$ cat config.mk
export PLATFORM = sky130hd
export DESIGN_NAME = mmio_hub_flat
export DESIGN_NICKNAME = d
export VERILOG_FILES = /design/src/rtl/mmio_hub_pkg.sv /design/src/rtl/mmio_hub_if.sv /design/src/rtl/mmio_hub_kb_fifo.sv /design/src/rtl/mmio_hub.sv /design/src/flat_wrapper.sv
export SDC_FILE = /design/constraint.sdc
export NUM_CORES = 1
export LEC_CHECK = 0
export CORE_MARGIN = 2
export CORE_UTILIZATION = 55
export DETAILED_ROUTE_END_ITERATION = 8
export PLACE_DENSITY = 0.9
export SLEW_MARGIN = 10
export SYNTH_ARGS = -nofsm -noshare
export SYNTH_HDL_FRONTEND = slang
export SYNTH_SLANG_ARGS = --single-unit
$ cat constraint.sdc
create_clock -name clk -period 8.5 [get_ports clk]
set_clock_uncertainty 0.05 [all_clocks]
set_input_delay 1.7 -clock clk [delete_from_list [all_inputs] [get_ports clk]]
set_output_delay 1.7 -clock clk [all_outputs]
set_load 0.05 [all_outputs]
$ cat src/rtl/mmio_hub_pkg.sv
// Shared constants for the MMIO hub: region codes and word-index constants.
package mmio_pkg;

  typedef enum logic [1:0] {
    REG_PARAM = 2'b00,
    REG_DATA  = 2'b01,
    REG_NONE  = 2'b10,
    REG_KBD   = 2'b11
  } region_e;

  localparam logic [3:0] STATUS_IDX = 4'd15;
  localparam logic [3:0] KBD_POP    = 4'd0;
  localparam logic [3:0] KBD_PEEK   = 4'd1;

endpackage

$ cat src/rtl/mmio_hub_if.sv
// CPU data-port bus: strobes, address and data in both directions.
interface mmio_if;
  logic        mem_we;
  logic        mem_re;
  logic [31:0] mem_addr;
  logic [31:0] mem_wdata;
  logic [31:0] mem_rdata;

  modport master (output mem_we, output mem_re, output mem_addr, output mem_wdata,
                  input  mem_rdata);
  modport slave  (input  mem_we, input  mem_re, input  mem_addr, input  mem_wdata,
                  output mem_rdata);
endinterface

$ cat src/rtl/mmio_hub_kb_fifo.sv
// Keyboard code FIFO; head is read combinationally from the register array.
// Pushes while full and pops while empty are silently ignored.
module kb_fifo #(
  parameter int DEPTH = 8,
  parameter int W     = 16
) (
  input  logic                     clk,
  input  logic                     rst_n,
  input  logic                     push,
  input  logic [W-1:0]             din,
  input  logic                     pop,
  output logic [W-1:0]             head,
  output logic                     full,
  output logic                     empty,
  output logic [$clog2(DEPTH):0]   count
);

  localparam int AW = $clog2(DEPTH);

  logic [W-1:0]  mem [DEPTH];
  logic [AW-1:0] wp, rp;
  logic          wr, rd;

  assign full  = (count == (AW+1)'(DEPTH));
  assign empty = (count == '0);
  assign wr    = push && !full;
  assign rd    = pop && !empty;
  assign head  = mem[rp];

  // Storage write; contents need no reset since count gates visibility.
  always_ff @(posedge clk) begin
    if (wr) mem[wp] <= din;
  end

  // Pointer and occupancy bookkeeping; pointers wrap naturally at DEPTH.
  always_ff @(posedge clk or negedge rst_n) begin
    if (!rst_n) begin
      wp    <= '0;
      rp    <= '0;
      count <= '0;
    end else begin
      if (wr) wp <= wp + 1'b1;
      if (rd) rp <= rp + 1'b1;
      case ({wr, rd})
        2'b10:   count <= count + 1'b1;
        2'b01:   count <= count - 1'b1;
        default: count <= count;
      endcase
    end
  end

endmodule

$ cat src/rtl/mmio_hub.sv
// MMIO hub: region decode, parameter bank, keyboard FIFO front-end and
// one-cycle registered read data.
module mmio_hub
  import mmio_pkg::*;
#(
  parameter int KB_DEPTH = 8,
  parameter int KB_W     = 16,
  parameter int NPARAM   = 4
) (
  input  logic                  clk,
  input  logic                  rst_n,
  mmio_if.slave                 bus,
  output logic                  dm_we,
  output logic [12:0]           dm_addr,
  output logic [31:0]           dm_wdata,
  input  logic [31:0]           dm_rdata,
  input  logic                  kb_valid,
  input  logic [KB_W-1:0]       kb_code,
  output logic [15:0]           kb_char,
  output logic [32*NPARAM-1:0]  params
);

  localparam int AW = $clog2(KB_DEPTH);

  region_e     region;
  logic [3:0]  idx;
  logic [31:0] param_q [NPARAM];
  logic        overflow;
  logic        kb_pop, status_rd;
  logic [KB_W-1:0] kb_head;
  logic        kb_full, kb_empty;
  logic [AW:0] kb_count;
  logic [31:0] rd_val, rd_hold;
  logic        rd_pend, rd_is_data;

  assign region    = region_e'(bus.mem_addr[14:13]);
  assign idx       = bus.mem_addr[5:2];
  assign dm_we     = bus.mem_we && (region == REG_DATA);
  assign dm_addr   = bus.mem_addr[12:0];
  assign dm_wdata  = bus.mem_wdata;
  assign kb_pop    = bus.mem_re && (region == REG_KBD) && (idx == KBD_POP) && !kb_empty;
  assign status_rd = bus.mem_re && (region == REG_PARAM) && (idx == STATUS_IDX);

  kb_fifo #(.DEPTH(KB_DEPTH), .W(KB_W)) u_kb_fifo (
    .clk   (clk),
    .rst_n (rst_n),
    .push  (kb_valid),
    .din   (kb_code),
    .pop   (kb_pop),
    .head  (kb_head),
    .full  (kb_full),
    .empty (kb_empty),
    .count (kb_count)
  );

  // Parameter register bank; index 15 is always STATUS and never writable.
  always_ff @(posedge clk or negedge rst_n) begin
    if (!rst_n) begin
      for (int unsigned i = 0; i < NPARAM; i++) param_q[i] <= '0;
    end else if (bus.mem_we && (region == REG_PARAM) && (idx != STATUS_IDX)) begin
      for (int unsigned i = 0; i < NPARAM; i++)
        if (idx == 4'(i)) param_q[i] <= bus.mem_wdata;
    end
  end

  // Sticky overflow: a drop in the same cycle as a STATUS read wins over the clear.
  always_ff @(posedge clk or negedge rst_n) begin
    if (!rst_n) overflow <= 1'b0;
    else        overflow <= (kb_valid && kb_full) || (overflow && !status_rd);
  end

  // Last popped keyboard code.
  always_ff @(posedge clk or negedge rst_n) begin
    if (!rst_n)      kb_char <= '0;
    else if (kb_pop) kb_char <= 16'(kb_head);
  end

  // Read value for non-RAM regions, taken from pre-edge state.
  always_comb begin
    rd_val = '0;
    case (region)
      REG_PARAM: begin
        if (idx == STATUS_IDX)
          rd_val = {16'h0, overflow, 7'h0, 8'(kb_count)};
        else
          for (int unsigned i = 0; i < NPARAM; i++)
            if (idx == 4'(i)) rd_val = param_q[i];
      end
      REG_KBD: begin
        if (((idx == KBD_POP) || (idx == KBD_PEEK)) && !kb_empty)
          rd_val = {1'b1, 15'h0, 16'(kb_head)};
      end
      default: rd_val = '0;
    endcase
  end

  // Two-stage read: capture decode/value at the strobe edge, present on the
  // next edge so synchronous RAM data lines up with the other regions.
  always_ff @(posedge clk or negedge rst_n) begin
    if (!rst_n) begin
      rd_pend       <= 1'b0;
      rd_is_data    <= 1'b0;
      rd_hold       <= '0;
      bus.mem_rdata <= '0;
    end else begin
      rd_pend <= bus.mem_re;
      if (bus.mem_re) begin
        rd_is_data <= (region == REG_DATA);
        rd_hold    <= rd_val;
      end
      if (rd_pend) bus.mem_rdata <= rd_is_data ? dm_rdata : rd_hold;
    end
  end

  // Flatten the parameter bank onto the output bus.
  always_comb begin
    params = '0;
    for (int unsigned i = 0; i < NPARAM; i++) params[32*i +: 32] = param_q[i];
  end

endmodule

$ cat src/flat_wrapper.sv
// flat-port wrapper written by rule: the top's interface ports become plain ports
module mmio_hub_flat import mmio_pkg::*;
#(
  parameter int KB_DEPTH = 8,
  parameter int KB_W     = 16,
  parameter int NPARAM   = 4
)
  (clk, rst_n, dm_we, dm_addr, dm_wdata, dm_rdata, kb_valid, kb_code, kb_char, params, bus_mem_we, bus_mem_re, bus_mem_addr, bus_mem_wdata, bus_mem_rdata);
  mmio_if bus_i ();
  input  logic clk;
  input  logic rst_n;
  output logic dm_we;
  output logic [12:0] dm_addr;
  output logic [31:0] dm_wdata;
  input  logic [31:0] dm_rdata;
  input  logic kb_valid;
  input  logic [KB_W-1:0] kb_code;
  output logic [15:0] kb_char;
  output logic [32*NPARAM-1:0] params;
  input wire logic [$bits(bus_i.mem_we)-1:0] bus_mem_we;
  input wire logic [$bits(bus_i.mem_re)-1:0] bus_mem_re;
  input wire logic [$bits(bus_i.mem_addr)-1:0] bus_mem_addr;
  input wire logic [$bits(bus_i.mem_wdata)-1:0] bus_mem_wdata;
  output wire logic [$bits(bus_i.mem_rdata)-1:0] bus_mem_rdata;
  assign bus_i.mem_we = bus_mem_we;
  assign bus_i.mem_re = bus_mem_re;
  assign bus_i.mem_addr = bus_mem_addr;
  assign bus_i.mem_wdata = bus_mem_wdata;
  assign bus_mem_rdata = bus_i.mem_rdata;
  mmio_hub #(.KB_DEPTH(KB_DEPTH), .KB_W(KB_W), .NPARAM(NPARAM)) u_core (.clk(clk), .rst_n(rst_n), .bus(bus_i), .dm_we(dm_we), .dm_addr(dm_addr), .dm_wdata(dm_wdata), .dm_rdata(dm_rdata), .kb_valid(kb_valid), .kb_code(kb_code), .kb_char(kb_char), .params(params));
endmodule
; After elaboration in Yosys (flattened, before gate mapping)
; Memories as Yosys holds them, arrays and structs flattened.
; Cells that the tools add are included.
; W data, S select, Z words.
[totals]
ram_bits = 128
out_inout_bits = 222
mem_count = 1
inputBits = 117
word_cells = 65
ff_bits = 221
[op_classes]
reduce_logical = 26
n_eq_ne = 10
addsub = 4
muxes = 11
[memory_table]
columns = name, depth, width, rd, rd_ports_with_merged_regs, wr, line_no
row1 = u_core.u_kb_fifo.mem, 8, 16, 1, 0, 1, mmio_hub_kb_fifo.sv:20  ; logic [W-1:0] mem [DEPTH];
[op_table]
columns = cell, n
row1 = $mux W32, 7
row2 = $pmux W32 S2, 1
row3 = $logic_and A1 B1 Y1, 13
row4 = $eq A4 B2 Y1 const B, 2
row5 = $eq A4 B4 Y1 const B, 2
row6 = $logic_not A4 Y1, 2
row7 = $pmux W4 S2, 1
row8 = $reduce_and A2 Y1, 4
row9 = $add A3 B1 Y3 const B, 2
row10 = $add A4 B1 Y4 const B, 1
row11 = $eq A2 B1 Y1 const B, 2
row12 = $eq A2 B2 Y1 const B, 2
row13 = $eq A4 B1 Y1 const B, 1
row14 = $ne A4 B4 Y1 const B, 1
row15 = $sub A4 B1 Y4 const B, 1
row16 = $logic_not A1 Y1, 3
row17 = $logic_not A2 Y1, 1
row18 = $logic_or A1 B1 Y1, 2
row19 = $mux W1, 2
row20 = $reduce_bool A2 Y1, 1

; Logic depth before layout (Yosys ltp)
; Gate-level depths: netlist (run 1).
[depth]
word_depth = 7
mapped_depth = 10
mapped_depth_nobuf = 9

; Cells and area by module
; Synthesis (run 1) repeated with hierarchy kept, for this count alone.
[unflattened]
hier_cells = 982
area_unflattened_um2 = 15110.7
[by_module_without_submodules]
columns = mod, cells_per_inst, area_per_inst_um2, instances
row1 = mmio_hub, 729, 9552.9, 1
row2 = kb_fifo, 253, 5557.8, 1

; Worst setup path after synthesis (run 1)
; Ideal clock, no wire load.
[synth_path]
path_type = input -> output
startpoint = input bus_mem_addr[14]
endpoint = output dm_we
arrival_ns = 2.314
t_required_ns = 6.750
slack_ns = 4.436
n_path_buf = 0
stages = 3
cell_sequence = inv_1 ha_1 and2_1
[synth_via]
elab_chain_cells = 2
[synth_rtl]
columns = item, line_no
row1 = from (decl), flat_wrapper.sv:22  ; input wire logic [$bits(bus_i.mem_addr)-1:0] bus_mem_addr;
row2 = $eq A2 B1 Y1, mmio_hub.sv:38  ; assign dm_we = bus.mem_we && (region == REG_DATA);
row3 = $logic_and A1 B1 Y1, mmio_hub.sv:38
row4 = to (decl), flat_wrapper.sv:12  ; output logic dm_we;
; No other way between the ends.

; Final worst setup path (run 1)
[layout_path]
startpoint = input bus_mem_addr[13]
endpoint = output dm_we
; Same word-level chain as after synthesis.

==> results.md, run 1 <==
* Top cell type's share of synthesized area at 0.3640
* Max-cap violations at 0
* Initial antenna violation count at 3
* Vias in the first global route at 9931
* Die X at 170.2 um
* Layout cells sized above 1 at 0.2242
* Final net count at 1373
* First-pass GRT wire length at 60.53 mm
* RSZ-0062 raised after global routing: no
* Hold WS at 0.4403 ns
* Post-synthesis cell type count at 44
* Mean post-synth cell area at 15.18 um^2
* Critical path's slowest cell: clkdlybuf4s50_1
* Number of fillers in the final layout at 1663
* Max Slew Vio Count at 0
* Top sig layer: met4
* M1 WL at 15.55 mm
* Metal2 WL at 20.94 mm
* I/O pins at 339
* Mapped Cells at 1001
* CTS HTree Levels at 2
* Gpl congestion at 0.8427
* Worst Setup End Kind: output pin
* TritonRoute pass-1 iters at 5
* Die ar. at 28970 um^2
* Most common cell after layout, fill and taps aside: clkdlybuf4s50_1
* Startpoint types: input port
* Gr ovfl total at 0
* Yosys warns at 0
* Post-DRT Antenna Nets at 0
* Clock transition at path regs at 0.06 ns
* CTS sink count at 349
* Leak pwr at 7.767 nW
* Final WL at 40.87 mm
* Highest-count cells in the layout ignoring fill and taps: clkdlybuf4s50_1, dfrtp_1, mux2_2
* Vias per inst at 6.022
* Hold Crit Class: flip-flop to flip-flop
* Largest net degree at the start of global routing at 146
* Final setup TNS at 0 ns
* Critical path arrival at 3.37 ns
* Root Buffer: clkbuf_16
* Placed insts at 1549
* Rows at 60
* Via count at 9726
* GRT Overall Usage at 0.2793
* Chip height at 170.2 um
* # port buffers at 303
* Kind of critical path: input port to output pin
* Hpwl dp at 27.01 mm
* Drt drc at 0
* Worst IR Drop VDD at 0.0002055 V
* Drt wl/cell at 25.30 um
* Tcrit/Tclk final at 0.6027
* Post-synthesis register bit count at 349
* Least-Margin Pin Slew at 1.157 ns
* Met3 routed WL at 2.909 mm
* CTS Hold Bufs at 0
* CP cell instances: clkdlybuf4s50_1 > ha_1 > and2_1 > clkdlybuf4s50_1
* Largest area contributor in the netlist: dfrtp_1
* Worst path max stage delay at 0.84 ns
* Clock latency on the worst-skew pair at 0.53 ns
* Fmax at 195.2 MHz
* CTS resizes at 0
* CTS Buf Count at 36
* Longest Clk Path Bufs at 3
* Main area contributors after synthesis: dfrtp_1, edfxtp_1, mux2_2
* Initial DRC Count at 735
* Syn Std Cell Area at 15190 um^2
* Initial Utilization at 0.5622
* Predominant post-synthesis flop cell: dfrtp_1
* Largest fanout on the critical path at 3
* Pwr dens at 260.6 nW/um^2
* Final std cells w/o fill at 1615
* Worst EP required at 6.75 ns
* Hold Fails Final Rpt at 0
* Slew HR at 0.2280
* Post-synthesis sequential area ratio at 0.6170
* Async set-reset flop share out of synthesis at 0.6332
* Worst reg-to-reg setup slack at 5.60 ns
* CTS tree: built
* Tmin final at 5.123 ns
* Status: finished clean
* Core area at 27030 um^2
* Setup bufs post-CTS at 0
* Post-synth EDFFs at 128
* Area added between synthesis and finish at 27.56%
* Synthesized Nets at 1127
* Final setup vio count at 0
* Critical path's most frequent cell: clkdlybuf4s50_1
layer usage:
metal  track usage  up-vias
met4        0.1074        0
met3       0.05791       89
met5             0        -
met2        0.4802      458
met1        0.3498     4971
li1              -     4208
power breakdown:
group	switching (mW)	internal, mW
Sequential	0.175	1.99
Clock	0.656	0.923
Combinational	0.818	0.493
final timing paths:
path | from | end | depth (start not counted)
worst max register to register | u_core.u_kb_fifo.count[0] | u_core.u_kb_fifo.count[3] | 9
worst min-delay path | u_core.rd_hold[25] | u_core.rd_hold[25] | 1
min in group asynchronous | rst_n | u_core.kb_char[6] | 1
worst max-delay path | bus_mem_addr[13] | dm_we | 4
worst min register to register | u_core.rd_hold[25] | u_core.rd_hold[25] | 1
max in group asynchronous | rst_n | u_core.params[7] | 3
synth_stat cells, types with 2 or more instances:
cell,count
o21ai_1,4
ha_1,8
mux2_4,13
buf_2,23
xnor2_1,4
a2bb2oi_1,5
o22ai_1,14
buf_4,49
inv_1,8
nor3_2,2
a21oi_1,39
mux2_1,5
a31oi_1,11
o2bb2ai_1,19
mux2_2,184
nand3_1,4
dfrtp_1,221
clkbuf_1,28
buf_6,4
o211ai_1,11
edfxtp_1,128
and2_1,2
mux4_1,27
mux4_2,6
nand2_1,41
o21ai_0,20
xor2_1,2
nor3_1,3
nand2b_1,3
a22oi_1,5
nor2_1,45
mux2i_1,51
final cells by class:
cell class,count,area [um^2],area share
Sequential cell,349,9376,0.4838
Multi-Input combinational cell,539,5229,0.2698
Timing Repair Buffer,313,3126,0.1613
Clock buffer,45,944.7,0.04874
Tap cell,341,426.7,0.02201
Clock inverter,17,241.5,0.01246
Inverter,8,30.03,0.001549
Antenna cell,3,7.507,0.0003873
registers in the layout, summed over array words and instances, names as in the netlist:
| name | flops |
|---|---|
| u_core.rd_pend | 1 |
| u_core.rd_is_data | 1 |
| u_core.u_kb_fifo.count | 4 |
| u_core.u_kb_fifo.rp | 3 |
| u_core.rd_hold | 32 |
| u_core.u_kb_fifo.wp | 3 |
| u_core.bus.mem_rdata | 32 |
| u_core.params | 128 |
| u_core.overflow | 1 |
| u_core.u_kb_fifo.mem | 128 |
| u_core.kb_char | 16 |
logic make-up after synthesis:
logic type,after synthesis,share of synthesized area
adder cells (fa/ha/maj),9,0.007906
AO/OA/AOI/OAI,132,0.05542
flip-flops,349,0.6170
AND/OR/NAND/NOR,106,0.03022
multiplexers,286,0.2421
XOR/XNOR,6,0.003459
buffers and inverters,113,0.04389
stage by stage:
| stage | power (mW) | setup slack (ns) | util | area, um^2 |
|---|---|---|---|---|
| 3_3_place_gp | 3.442 | 3.262 | 0.6719 | 18160 |
| 6_report | 5.051 | 3.377 | 0.7171 | 19380 |
| 2_1_floorplan | 2.988 | 4.436 | - | 15190 |
| 3_5_place_dp | 3.485 | 3.191 | 0.6719 | 18160 |
| 4_1_cts | 5.069 | 3.371 | 0.7158 | 19350 |
| 5_1_grt | 5.222 | 3.305 | 0.7170 | 19380 |
critical path, delay by kind of cell:
family / cells / cell delay [ns]
buffers and inverters: 2 / 1.36
adder cells (fa/ha/maj): 1 / 0.17
AND/OR/NAND/NOR: 1 / 0.15
(Power assumes the default switching activity.)
==> run 2, diff against run 1 <==
--- a/config.mk
+++ b/config.mk
@@ -6,9 +6,9 @@
 export NUM_CORES = 1
 export LEC_CHECK = 0
 export CORE_MARGIN = 2
-export CORE_UTILIZATION = 55
+export CORE_UTILIZATION = 46
 export DETAILED_ROUTE_END_ITERATION = 8
-export PLACE_DENSITY = 0.9
+export PLACE_DENSITY = 0.81
 export SLEW_MARGIN = 10
 export SYNTH_ARGS = -nofsm -noshare
 export SYNTH_HDL_FRONTEND = slang
==> constraint.sdc (replaced) <==
create_clock -name clk -period 4.7 [get_ports clk]
set_clock_uncertainty 0.05 [all_clocks]
set_input_delay 0.94 -clock clk [delete_from_list [all_inputs] [get_ports clk]]
set_output_delay 0.94 -clock clk [all_outputs]
set_load 0.05 [all_outputs]
==> run 2 against run 1 <==
Worst hold slack got worse by 0.0059 ns. Total power rose by 81%. Sequential power rose by 80%. First-iteration DRC count fell by 23%.
==> results.md, run 2 (synthesized netlist as in run 1, its figures left out) <==
* Status: finished clean
* Final net count at 1388 (+1.1%)
* Startpoint types: input port
* CTS tree: built
* Largest net degree at the start of global routing at 131 (-10%)
* Initial Utilization at 0.4670 (-0.09521)
* Largest fanout on the critical path at 3 (unchanged)
* Register area at 9376 um^2 (unchanged)
* Setup bufs post-CTS at 0 (unchanged)
* Kind of critical path: input port to output pin
* Worst Setup End Kind: output pin
* Final Util at 0.6027 (-0.1144)
* Multi-input gate area at 5214 um^2 (-0.29%)
* Final std cells w/o fill at 1733 (+7.3%)
* Hold path start: u_core.rd_hold[17]
* Fmax at 275.5 MHz
* CTS Buf Count at 37 (+2.8%)
* Placed insts at 1665 (+7.5%)
* Final worst slack at 1.071 ns (-2.306 ns)
* Most common cell after layout, fill and taps aside: clkdlybuf4s50_1
* # port buffers at 303 (unchanged)
* Final setup vio count at 0 (unchanged)
* Gr ovfl total at 0 (unchanged)
* Worst EP required at 3.71 ns (-3.04 ns)
* Worst IR Drop VDD at 0.0003026 V (+47%)
* Worst flop-to-flop path startpoint: u_core.u_kb_fifo.count[0]
* Final WL at 40.59 mm (-0.68%)
* Die ar. at 34500 um^2 (+19%)
* I/O pins at 339 (unchanged)
* Longest Clk Path Bufs at 3 (unchanged)
* Critical path arrival at 2.64 ns (-0.73 ns)
* Worst slack, placed at 1.051 ns (-2.139 ns)
* Setup crit start: bus_mem_addr[13]
* Hold WS at 0.4344 ns (-0.005899 ns)
* TritonRoute pass-1 iters at 5 (unchanged)
* Die X at 185.7 um (+9.1%)
* CTS Hold Bufs at 0 (unchanged)
* Max Slew Vio Count at 0 (unchanged)
* Clock transition at path regs at 0.06 ns (about the same)
* Slew HR at 0.2786 (+0.05054)
* Leak pwr at 7.859 nW (+1.2%)
* Tmin final at 3.629 ns
* GRT Overall Usage at 0.2301 (-0.04923)
* Vias in the first global route at 9605 (-3.3%)
* Initial DRC Count at 569 (-23%)
* Core area at 32540 um^2 (+20%)
* Number of fillers in the final layout at 2516 (+51%)
* Highest-count cells in the layout ignoring fill and taps: clkdlybuf4s50_1, dfrtp_1, mux2_2
* Least-Margin Pin Slew at 1.082 ns (-0.07456 ns)
* Hold Crit Class: flip-flop to flip-flop
* Tcrit/Tclk final at 0.7722
* CTS resizes at 0 (unchanged)
* RSZ-0062 raised after global routing: no
* CTS sink count at 349 (unchanged)
* First-pass GRT wire length at 58.82 mm (-2.8%)
* Drt wl/cell at 23.42 um (-7.4%)
* Final setup TNS at 0 ns (unchanged)
* Max-cap violations at 0 (unchanged)
* Clock latency on the worst-skew pair at 0.53 ns (about the same)
* Initial antenna violation count at 2 (-1)
* Drt drc at 0 (unchanged)
* Area added between synthesis and finish at 29.07%
* CTS HTree Levels at 2 (unchanged)
* Rows at 66 (+10%)
* Post-DRT Antenna Nets at 0 (unchanged)
* Hold Fails Final Rpt at 0 (unchanged)
* Via count at 9620 (-1.1%)
* Gpl congestion at 0.8240 (-2.2%)
* Pwr dens at 466.8 nW/um^2 (+79%)
* Root Buffer: clkbuf_16
* Vias per inst at 5.551 (-7.8%)
* Layout cells sized above 1 at 0.2318 (+0.007550)
* Chip height at 185.7 um (+9.1%)
* Hpwl dp at 27.53 mm (+1.9%)
## run 2: routing by layer
metal	vias up	global-route usage	routed length, um
met4	2	0.09543	1599
met3	77	0.04598	2647
met5	-	0	13
li1	4240	-	-
met1	4933	0.2880	16030
met2	368	0.3912	20300
## run 2: path summary, 6_finish.rpt
path	to	slack (ns)	cells after the start
worst max-delay path	dm_we	1.07	4
worst max register to register	u_core.u_kb_fifo.count[3]	1.91	9
worst min register to register	u_core.rd_hold[17]	0.43	1
min in group asynchronous	u_core.bus.mem_rdata[28]	0.46	1
max in group asynchronous	u_core.params[40]	3.08	2
worst min-delay path	u_core.rd_hold[17]	0.43	1
## run 2: metrics by stage
| stage | power, mW | instance area [um^2] |
|---|---|---|
| 6_report | 9.154 | 19610 |
| 3_3_place_gp | 6.254 | 18400 |
| 4_1_cts | 9.224 | 19610 |
| 3_5_place_dp | 6.320 | 18400 |
| 5_1_grt | 9.489 | 19610 |
| 2_1_floorplan | 5.404 | 15190 |
## run 2: power breakdown
part / leakage (nW) / switching (mW) / total, mW / internal (mW)
combinational: 3.21 / 1.47 / 2.37 / 0.904
sequential: 4.05 / 0.304 / 3.89 / 3.59
clock: 0.593 / 1.18 / 2.89 / 1.71
## run 2: final cells by class
type,count,area share
Timing Repair Buffer,327,0.1644
Clock buffer,56,0.05493
Clock inverter,11,0.006827
Sequential cell,349,0.4781
Antenna cell,1,0.0001276
Inverter,8,0.001531
Multi-Input combinational cell,539,0.2659
Tap cell,442,0.02820
## run 2: critical path, cell delays in order
cell	delay, ns
clkdlybuf4s50_1	0.53
ha_1	0.20
and2_1	0.14
clkdlybuf4s50_1	0.82
==> run 3, diff against run 2 <==
--- a/config.mk
+++ b/config.mk
@@ -6,9 +6,9 @@
 export NUM_CORES = 1
 export LEC_CHECK = 0
 export CORE_MARGIN = 2
-export CORE_UTILIZATION = 46
+export CORE_UTILIZATION = 51
 export DETAILED_ROUTE_END_ITERATION = 8
-export PLACE_DENSITY = 0.81
+export PLACE_DENSITY = 0.85
 export SLEW_MARGIN = 10
 export SYNTH_ARGS = -nofsm -noshare
 export SYNTH_HDL_FRONTEND = slang
==> constraint.sdc (replaced) <==
create_clock -name clk -period 3.6 [get_ports clk]
set_clock_uncertainty 0.05 [all_clocks]
set_input_delay 0.72 -clock clk [delete_from_list [all_inputs] [get_ports clk]]
set_output_delay 0.72 -clock clk [all_outputs]
set_load 0.05 [all_outputs]
==> run 3 against run 2 <==
Clock power up 25%. Setup slack worse by 0.45 ns. Total power up 29%. Worst hold slack worse by 0.28 ns. Largest cell class unchanged. Sequential share of layout area up 0.064 points. Core utilization up 6.2 points. Flip-flop and latch count unchanged. Cell count down 2.6%. Register-to-register slack worse by 0.76 ns. Sequential power up 31%.
==> results.md, run 3 (synthesized netlist as in run 1, its figures left out) <==
* Cell family with most CP delay: buffers and inverters
* Largest fanout on the critical path at 5 (+2)
* Worst slack, placed at 0.1961 ns (-0.8553 ns)
* Hold Fails Final Rpt at 0 (unchanged)
* Tmin final at 2.980 ns
* Root Buffer: clkbuf_16
* CTS Hold Bufs at 0 (unchanged)
* Max-cap violations at 0 (unchanged)
* Status: finished clean
* Worst EP required at 2.83 ns (-0.88 ns)
* Worst Path Buf+Inv at 2 (unchanged)
* Area added between synthesis and finish at 28.90%
* Final net count at 1395 (+0.50%)
* Final WL at 41.29 mm (+1.7%)
* Clock latency on the worst-skew pair at 0.53 ns (about the same)
* Core area at 29480 um^2 (-9.4%)
* Die ar. at 31190 um^2 (-9.6%)
* Rows at 63 (-4.5%)
* Vias per inst at 5.780 (+4.1%)
* Pwr dens at 602.7 nW/um^2 (+29%)
* R2r endpoint: u_core.u_kb_fifo.count[3]
* CTS HTree Levels at 2 (unchanged)
* Leak pwr at 7.883 nW (+0.30%)
* Least-Margin Pin Slew at 1.075 ns (-0.007554 ns)
* Max Slew Vio Count at 0 (unchanged)
* RSZ-0062 raised after global routing: no
* Gr ovfl total at 0 (unchanged)
* Critical path's slowest cell: clkdlybuf4s50_1
* Drt drc at 0 (unchanged)
* Tcrit/Tclk final at 0.8279
* Post-DRT Antenna Nets at 0 (unchanged)
* Largest net degree at the start of global routing at 93 (-29%)
* Worst flop-to-flop path startpoint: u_core.u_kb_fifo.count[0]
* Final worst slack at 0.6196 ns (-0.4511 ns)
* # port buffers at 303 (unchanged)
* Setup bufs post-CTS at 0 (unchanged)
* Worst Setup End Kind: output pin
* Final setup TNS at 0 ns (unchanged)
* Layout cells sized above 1 at 0.2336 (+0.001833)
* Initial antenna violation count at 2 (unchanged)
* TritonRoute pass-1 iters at 5 (unchanged)
* Critical path's most frequent cell: clkdlybuf4s50_1
* CTS tree: built
* Final setup vio count at 0 (unchanged)
* Fmax at 335.5 MHz
* Chip height at 176.6 um (-4.9%)
* Hpwl dp at 27.80 mm (+0.96%)
* Startpoint types: input port
* Reg2reg path depth at 8 (-1)
* GRT Overall Usage at 0.2618 (+0.03168)
* Clock transition at path regs at 0.06 ns (about the same)
* Final Util at 0.6643 (+0.06158)
* Kind of critical path: input port to output pin
* CTS resizes at 0 (unchanged)
* Worst path depth at 2 (-2)
* Longest Clk Path Bufs at 3 (unchanged)
* Highest-count cells in the layout ignoring fill and taps: clkdlybuf4s50_1, dfrtp_1, mux2_2
* Most common cell after layout, fill and taps aside: clkdlybuf4s50_1
* Gpl congestion at 0.7981 (-3.1%)
* I/O pins at 339 (unchanged)
* Final std cells w/o fill at 1688 (-2.6%)
* Vias in the first global route at 9991 (+4.0%)
* Hold Crit Class: input port to async pin
* First-pass GRT wire length at 61.26 mm (+4.1%)
* Drt wl/cell at 24.46 um (+4.4%)
* Worst path max stage delay at 0.86 ns (+0.04 ns)
* Via count at 9756 (+1.4%)
* Worst reg-to-reg setup slack at 1.15 ns (-0.76 ns)
* Critical path arrival at 2.21 ns (-0.43 ns)
* Worst IR Drop VDD at 0.0004512 V (+49%)
* Initial DRC Count at 709 (+25%)
* Placed insts at 1620 (-2.7%)
* Die X at 176.6 um (-4.9%)
* CTS Buf Count at 37 (unchanged)
* Initial Utilization at 0.5154 (+0.04840)
* CP cell instances: clkdlybuf4s50_1 > clkdlybuf4s50_1
* Slew HR at 0.2836 (+0.005036)
* CTS sink count at 349 (unchanged)
run 3: changes by cell type in the layout (fill, tap and decap cells not counted), sizes merged:
cell,delta
clkinvlp,-1
inv,+1
clkinv,+7
clkdlybuf4s50,-1
buf,+8
bufinv,-1
clkbuf,-6
run 3: final cells by class:
class | count | area [um^2]
Clock buffer | 50 | 1015
Tap cell | 390 | 488.0
Inverter | 8 | 30.03
Fill cell | 2019 | 9897
Timing Repair Buffer | 334 | 3338
Clock inverter | 17 | 132.6
Multi-Input combinational cell | 539 | 5201
Sequential cell | 349 | 9376
Antenna cell | 1 | 2.502
run 3: worst max path at each step:
stage | slack (ns) | start | end
2_1_floorplan | 0.68 | bus_mem_addr[3] | u_core.u_kb_fifo.count[3]
3_3_place_gp | 0.25 | bus_mem_addr[3] | u_core.u_kb_fifo.count[3]
3_5_place_dp | 0.20 | bus_mem_addr[3] | u_core.u_kb_fifo.count[3]
4_1_cts | 0.61 | bus_mem_wdata[27] | dm_wdata[27]
5_1_grt | 0.59 | bus_mem_wdata[27] | dm_wdata[27]
6_report | 0.62 | bus_mem_wdata[27] | dm_wdata[27]
run 3: through the flow:
step	total power [mW]	hold WS [ns]	cell area (um^2)
6_report	11.80	0.1571	19580
5_1_grt	12.22	0.2087	19580
4_1_cts	11.89	0.1843	19580
3_5_place_dp	8.251	0.4260	18430
3_3_place_gp	8.148	0.4199	18430
2_1_floorplan	7.055	0.3744	15190
run 3: worst register-to-register path: cells and delay by family (launching register included):
kind                       cells  cell delay (ns)
DFF                            1             0.45
AOI/OAI and AO/OA              3             0.86
muxes                          1             0.24
and+or+nand+nor                1             0.10
adders and majority gates      2             0.54
xor gates and xnor gates       1             0.13
run 3: layer usage:
metal / GRT usage / wire length, um / up-vias
met5: 0 / 13 / -
met4: 0.1009 / 1450 / 2
met3: 0.04953 / 2662 / 77
met2: 0.4652 / 21690 / 381
met1: 0.3156 / 15480 / 5022
li1: - / - / 4274
run 3: where the power goes:
group	switching, mW	leakage [nW]	internal [mW]
logic	1.91	3.26	1.19
registers	0.401	4.05	4.69
clock network	1.54	0.566	2.07
total	3.86	7.88	7.95
==> patch 1 (flow settings as in run 2) <==
Make the reset (`rst_n`) synchronous in 5 clocked blocks.
--- a/src/rtl/mmio_hub_kb_fifo.sv
+++ b/src/rtl/mmio_hub_kb_fifo.sv
@@ -33,7 +33,7 @@
   end
 
   // Pointer and occupancy bookkeeping; pointers wrap naturally at DEPTH.
-  always_ff @(posedge clk or negedge rst_n) begin
+  always_ff @(posedge clk) begin
     if (!rst_n) begin
       wp    <= '0;
       rp    <= '0;
--- a/src/rtl/mmio_hub.sv
+++ b/src/rtl/mmio_hub.sv
@@ -54,7 +54,7 @@
   );
 
   // Parameter register bank; index 15 is always STATUS and never writable.
-  always_ff @(posedge clk or negedge rst_n) begin
+  always_ff @(posedge clk) begin
     if (!rst_n) begin
       for (int unsigned i = 0; i < NPARAM; i++) param_q[i] <= '0;
     end else if (bus.mem_we && (region == REG_PARAM) && (idx != STATUS_IDX)) begin
@@ -64,13 +64,13 @@
   end
 
   // Sticky overflow: a drop in the same cycle as a STATUS read wins over the clear.
-  always_ff @(posedge clk or negedge rst_n) begin
+  always_ff @(posedge clk) begin
     if (!rst_n) overflow <= 1'b0;
     else        overflow <= (kb_valid && kb_full) || (overflow && !status_rd);
   end
 
   // Last popped keyboard code.
-  always_ff @(posedge clk or negedge rst_n) begin
+  always_ff @(posedge clk) begin
     if (!rst_n)      kb_char <= '0;
     else if (kb_pop) kb_char <= 16'(kb_head);
   end
@@ -96,7 +96,7 @@
 
   // Two-stage read: capture decode/value at the strobe edge, present on the
   // next edge so synchronous RAM data lines up with the other regions.
-  always_ff @(posedge clk or negedge rst_n) begin
+  always_ff @(posedge clk) begin
     if (!rst_n) begin
       rd_pend       <= 1'b0;
       rd_is_data    <= 1'b0;
Formal check against the unedited RTL: differs if rst_n is asserted again (counterexample within 4 cycles, from zero or initial values and one cycle with rst_n low); with rst_n held inactive, the same outputs for 4 cycles.
==> patch 1 against run 2 <==
  * Fmax shrank 1.2%
  * Register-to-register slack got worse by 340 ps
  * Critical endpoint unchanged
  * Setup slack got worse by 44 ps
  * Sequential cell count up 3
  * Synthesized area fell by 1.5%
  * Highest routed layer is now met4
  * Final area shrank 1.1%
  * Utilization decreased by 0.18 points
  * Final cell count rose by 2.5%
  * Via count up 2.8%
  * Routed wire length up 4.6%
  * Global-route usage increased by 1.7 points
  * Largest cell class unchanged
Power is not compared: it rests on default switching activity, and its combinational part moved more than twofold at a synthesized area within 25%.
==> patch 1: results (changes against run 2) <==
Hold Crit Endpoint=u_core.overflow$_SDFF_PN0_; Syn Area/Cell=14.2 um^2 (-6.3%); CP max stage delay=850 ps (+30 ps); status=finished, final reports clean; R2R Path End=u_core.u_kb_fifo.count[2]$_SDFFE_PN0P_; Synth Net Count=1177 (+4.4%); mux contribution to synthesized area=12.4% (-12 points); Avg WL per Cell=23.9 um (+2.0%); grt met3 use=6.13% (+1.5 points); flop2flop setup slack=1570 ps (-340 ps); vias in the first global route=10000 (+4.1%); met2 global-route usage=40.3% (+1.1 points); nets@finish=1428 (+2.9%); Commonest cells post-synth=edfxtp_1 (256), and2_1 (141), dfxtp_1 (96), mux2i_1 (68), nor2_1 (65); worst hold start=u_core.overflow$_SDFF_PN0_; Post-Synth XOR/XNOR Area=0.410% (+0.064 points); cell depth of the worst hold path=2 (+1); Post-DP HPWL=28500 um (+3.5%); initial antenna violation count=3 (+1); placed cell area=0.0182 mm^2 (-1.0%); largest net degree at the start of global routing=67 (-49%); GR Util All Layers=24.7% (+1.7 points); GP Congestion=0.889 (+7.9%); Worst Path Arrival=2680 ps (+40 ps); worst r2r src=u_core.u_kb_fifo.count[0]$_SDFFE_PN0P_; area share of fa/ha/maj cells after synthesis=0.669% (-0.12 points); Max transition margin=23.3% (-4.6 points); Synth cell types=57 (+30%); uppermost routed layer=met4; pre-CTS setup slack=870 ps (-181 ps); routed length on met3=3800 um (+44%); post-placement cell count=1705 (+2.4%); CTS Buf Count=38 (+2.7%)
## patch 1: how the worst max path moves through the flow
stage                     depth (start not counted)  slack, ps                                endpoint
after floorplan                                   3         80      u_core.param_q[2][0]$_SDFFCE_PN0P_
after global placement                            8        870  u_core.u_kb_fifo.count[3]$_SDFFE_PN0P_
after detailed placement                          8        870  u_core.u_kb_fifo.count[3]$_SDFFE_PN0P_
after CTS                                         4       1000                                   dm_we
after global routing                              4        980                                   dm_we
final                                             4       1030                                   dm_we
## patch 1: cell type report
cell class              count  area (um^2)  share of cell area, %
flip-flops and latches    352         9610                   49.5
repair buffers            326         3200                   16.5
well taps                 442          553                   2.85
inverters                   7         26.3                  0.135
diodes                      3         7.51                 0.0387
multi-input cells         578         4820                   24.8
clock buffers              50         1020                   5.24
clock inverters            19          168                  0.864
## patch 1: critical path: cells and delay by family
| kind | cells | cell delay, ps |
|---|---|---|
| adders and majority gates | 1 | 210 |
| and+or+nand+nor | 1 | 140 |
| buffers and inverters | 2 | 1390 |
==> patch 2 (flow settings as in run 2) <==
Made on the original files. `NPARAM` is set to 4 in 2 places; all go to 2.
--- a/src/rtl/mmio_hub.sv
+++ b/src/rtl/mmio_hub.sv
@@ -5,7 +5,7 @@
 #(
   parameter int KB_DEPTH = 8,
   parameter int KB_W     = 16,
-  parameter int NPARAM   = 4
+  parameter int NPARAM   = 2
 ) (
   input  logic                  clk,
   input  logic                  rst_n,
--- a/src/flat_wrapper.sv
+++ b/src/flat_wrapper.sv
@@ -3,7 +3,7 @@
 #(
   parameter int KB_DEPTH = 8,
   parameter int KB_W     = 16,
-  parameter int NPARAM   = 4
+  parameter int NPARAM   = 2
 )
   (clk, rst_n, dm_we, dm_addr, dm_wdata, dm_rdata, kb_valid, kb_code, kb_char, params, bus_mem_we, bus_mem_re, bus_mem_addr, bus_mem_wdata, bus_mem_rdata);
   mmio_if bus_i ();
Interface: changed (resized params); port bits go from 339 to 275. The function was not compared with the original's and may differ.
==> patch 2 against run 2 <==
  * Setup slack worse by 27 ps
  * Worst hold slack better by 3.1 ps
  * Sequential power down 17%
  * Routed wire length shrank 28%
  * Utilization rose by 0.26 points
  * Die area fell by 21%
  * Register-to-register slack got worse by 60 ps
  * Synthesized cell count fell by 20%
  * Synthesized area decreased by 21%
  * Final area shrank 22%
  * Final cell count shrank 22%
  * Total power shrank 20%
  * Sequential cell count down 64
  * Global-route usage decreased by 2.0 points
  * Largest power group unchanged
==> patch 2: results (changes against run 2) <==
Worst IR Drop VDD=398 uV (+32%); Synth Net Count=923 (-18%); Logic power comb=0.00176 W (-26%); Layout clock area frac=6.33% (+0.16 points); leakage power total=5.99 nW (-24%); status=finished, final reports clean; pre-CTS setup slack=485 ps (-567 ps); GP Congestion=0.762 (-7.5%); maximum fanout along the worst path=8 (+5); Vias=7311 (-24%); DRT Wirelength=29100 um (-28%); clock sink count=285 (-18%); nonclk buf count=258 (-21%); #MultiIn Comb=395 (-27%); seq pwr=0.00322 W (-17%); combinational share of power=24.2% (-1.7 points); Layout clock buffers=47 (-16%); Filler cells=1864 (-26%); vias in the first global route=7439 (-23%); GR Util All Layers=21.0% (-2.0 points); CTS Buf Count=29 (-22%); buffering overhead=16.5% (+0.042 points); H-tree depth=1 (-1); Pint=0.00505 W (-19%); FF/Latch Area=0.00778 mm^2 (-17%); placed cell area=0.0144 mm^2 (-22%); ys async rst share=55.1% (-8.2 points); multi-input logic area=0.00355 mm^2 (-32%); post-placement cell count=1293 (-22%); Non-Clock Inverter Count=25 (+17); first-pass GRT wire length=43000 um (-27%); Synth cell types=40 (-9.1%); sequential share of the synthesized area=65.1% (+3.4 points); Post-DP HPWL=19800 um (-28%); share of layout cells above drive strength 1=17.2% (-6.0 points); nets@finish=1120 (-19%); Port Buffer Count=239 (-21%); Syn Area/Cell=15.0 um^2 (-1.2%); Commonest cells post-synth=dfrtp_1 (157), edfxtp_1 (128), mux2i_1 (80), mux2_2 (67), buf_4 (45); initial DRC count=548 (-3.7%); Worst-Margin Slew=1130 ps (+51.4 ps)
## patch 2: worst paths after layout
| check | start | end | slack (ps) | cells past startpoint |
|---|---|---|---|---|
| setup / recovery | bus_mem_addr[5] | u_core.u_kb_fifo.count[3]$_DFFE_PN0P_ | 1040 | 9 |
| hold / removal | u_core.kb_char[10]$_DFFE_PN0P_ | u_core.kb_char[10]$_DFFE_PN0P_ | 440 | 2 |
| setup reg to reg | u_core.u_kb_fifo.count[0]$_DFFE_PN0P_ | u_core.u_kb_fifo.count[3]$_DFFE_PN0P_ | 1850 | 8 |
| hold reg to reg | u_core.kb_char[10]$_DFFE_PN0P_ | u_core.kb_char[10]$_DFFE_PN0P_ | 440 | 2 |
| max in group asynchronous | rst_n | u_core.params[16]$_DFFE_PN0P_ | 3160 | 2 |
| min in group asynchronous | rst_n | u_core.kb_char[15]$_DFFE_PN0P_ | 510 | 1 |
## patch 2: critical path, stage by stage
cell             delay (ps)
clkdlybuf4s50_1         500
or3_1                   560
or4_1                   600
inv_2                   100
ha_1                    290
ha_1                    290
a21oi_1                 240
o21ai_0                 130
o311ai_0                360
## patch 2: per-layer routing
metal | GRT usage [%] | vias to the layer above | part of all wire [%]
met3 | 4.12 | 54 | 7.2
met5 | 0 | - | 0.096
met4 | 5.65 | 4 | 2.1
li1 | - | 3303 | -
met1 | 27.3 | 3678 | 40
met2 | 36.3 | 272 | 50
## patch 2: cell families after synthesis
family,synth area share [%]
compound gates,4.63
xor+xnor,0.440
fa+ha+maj,1.01
buf+inv,5.46
flops,65.1
mux,19.1
simple gates,4.36
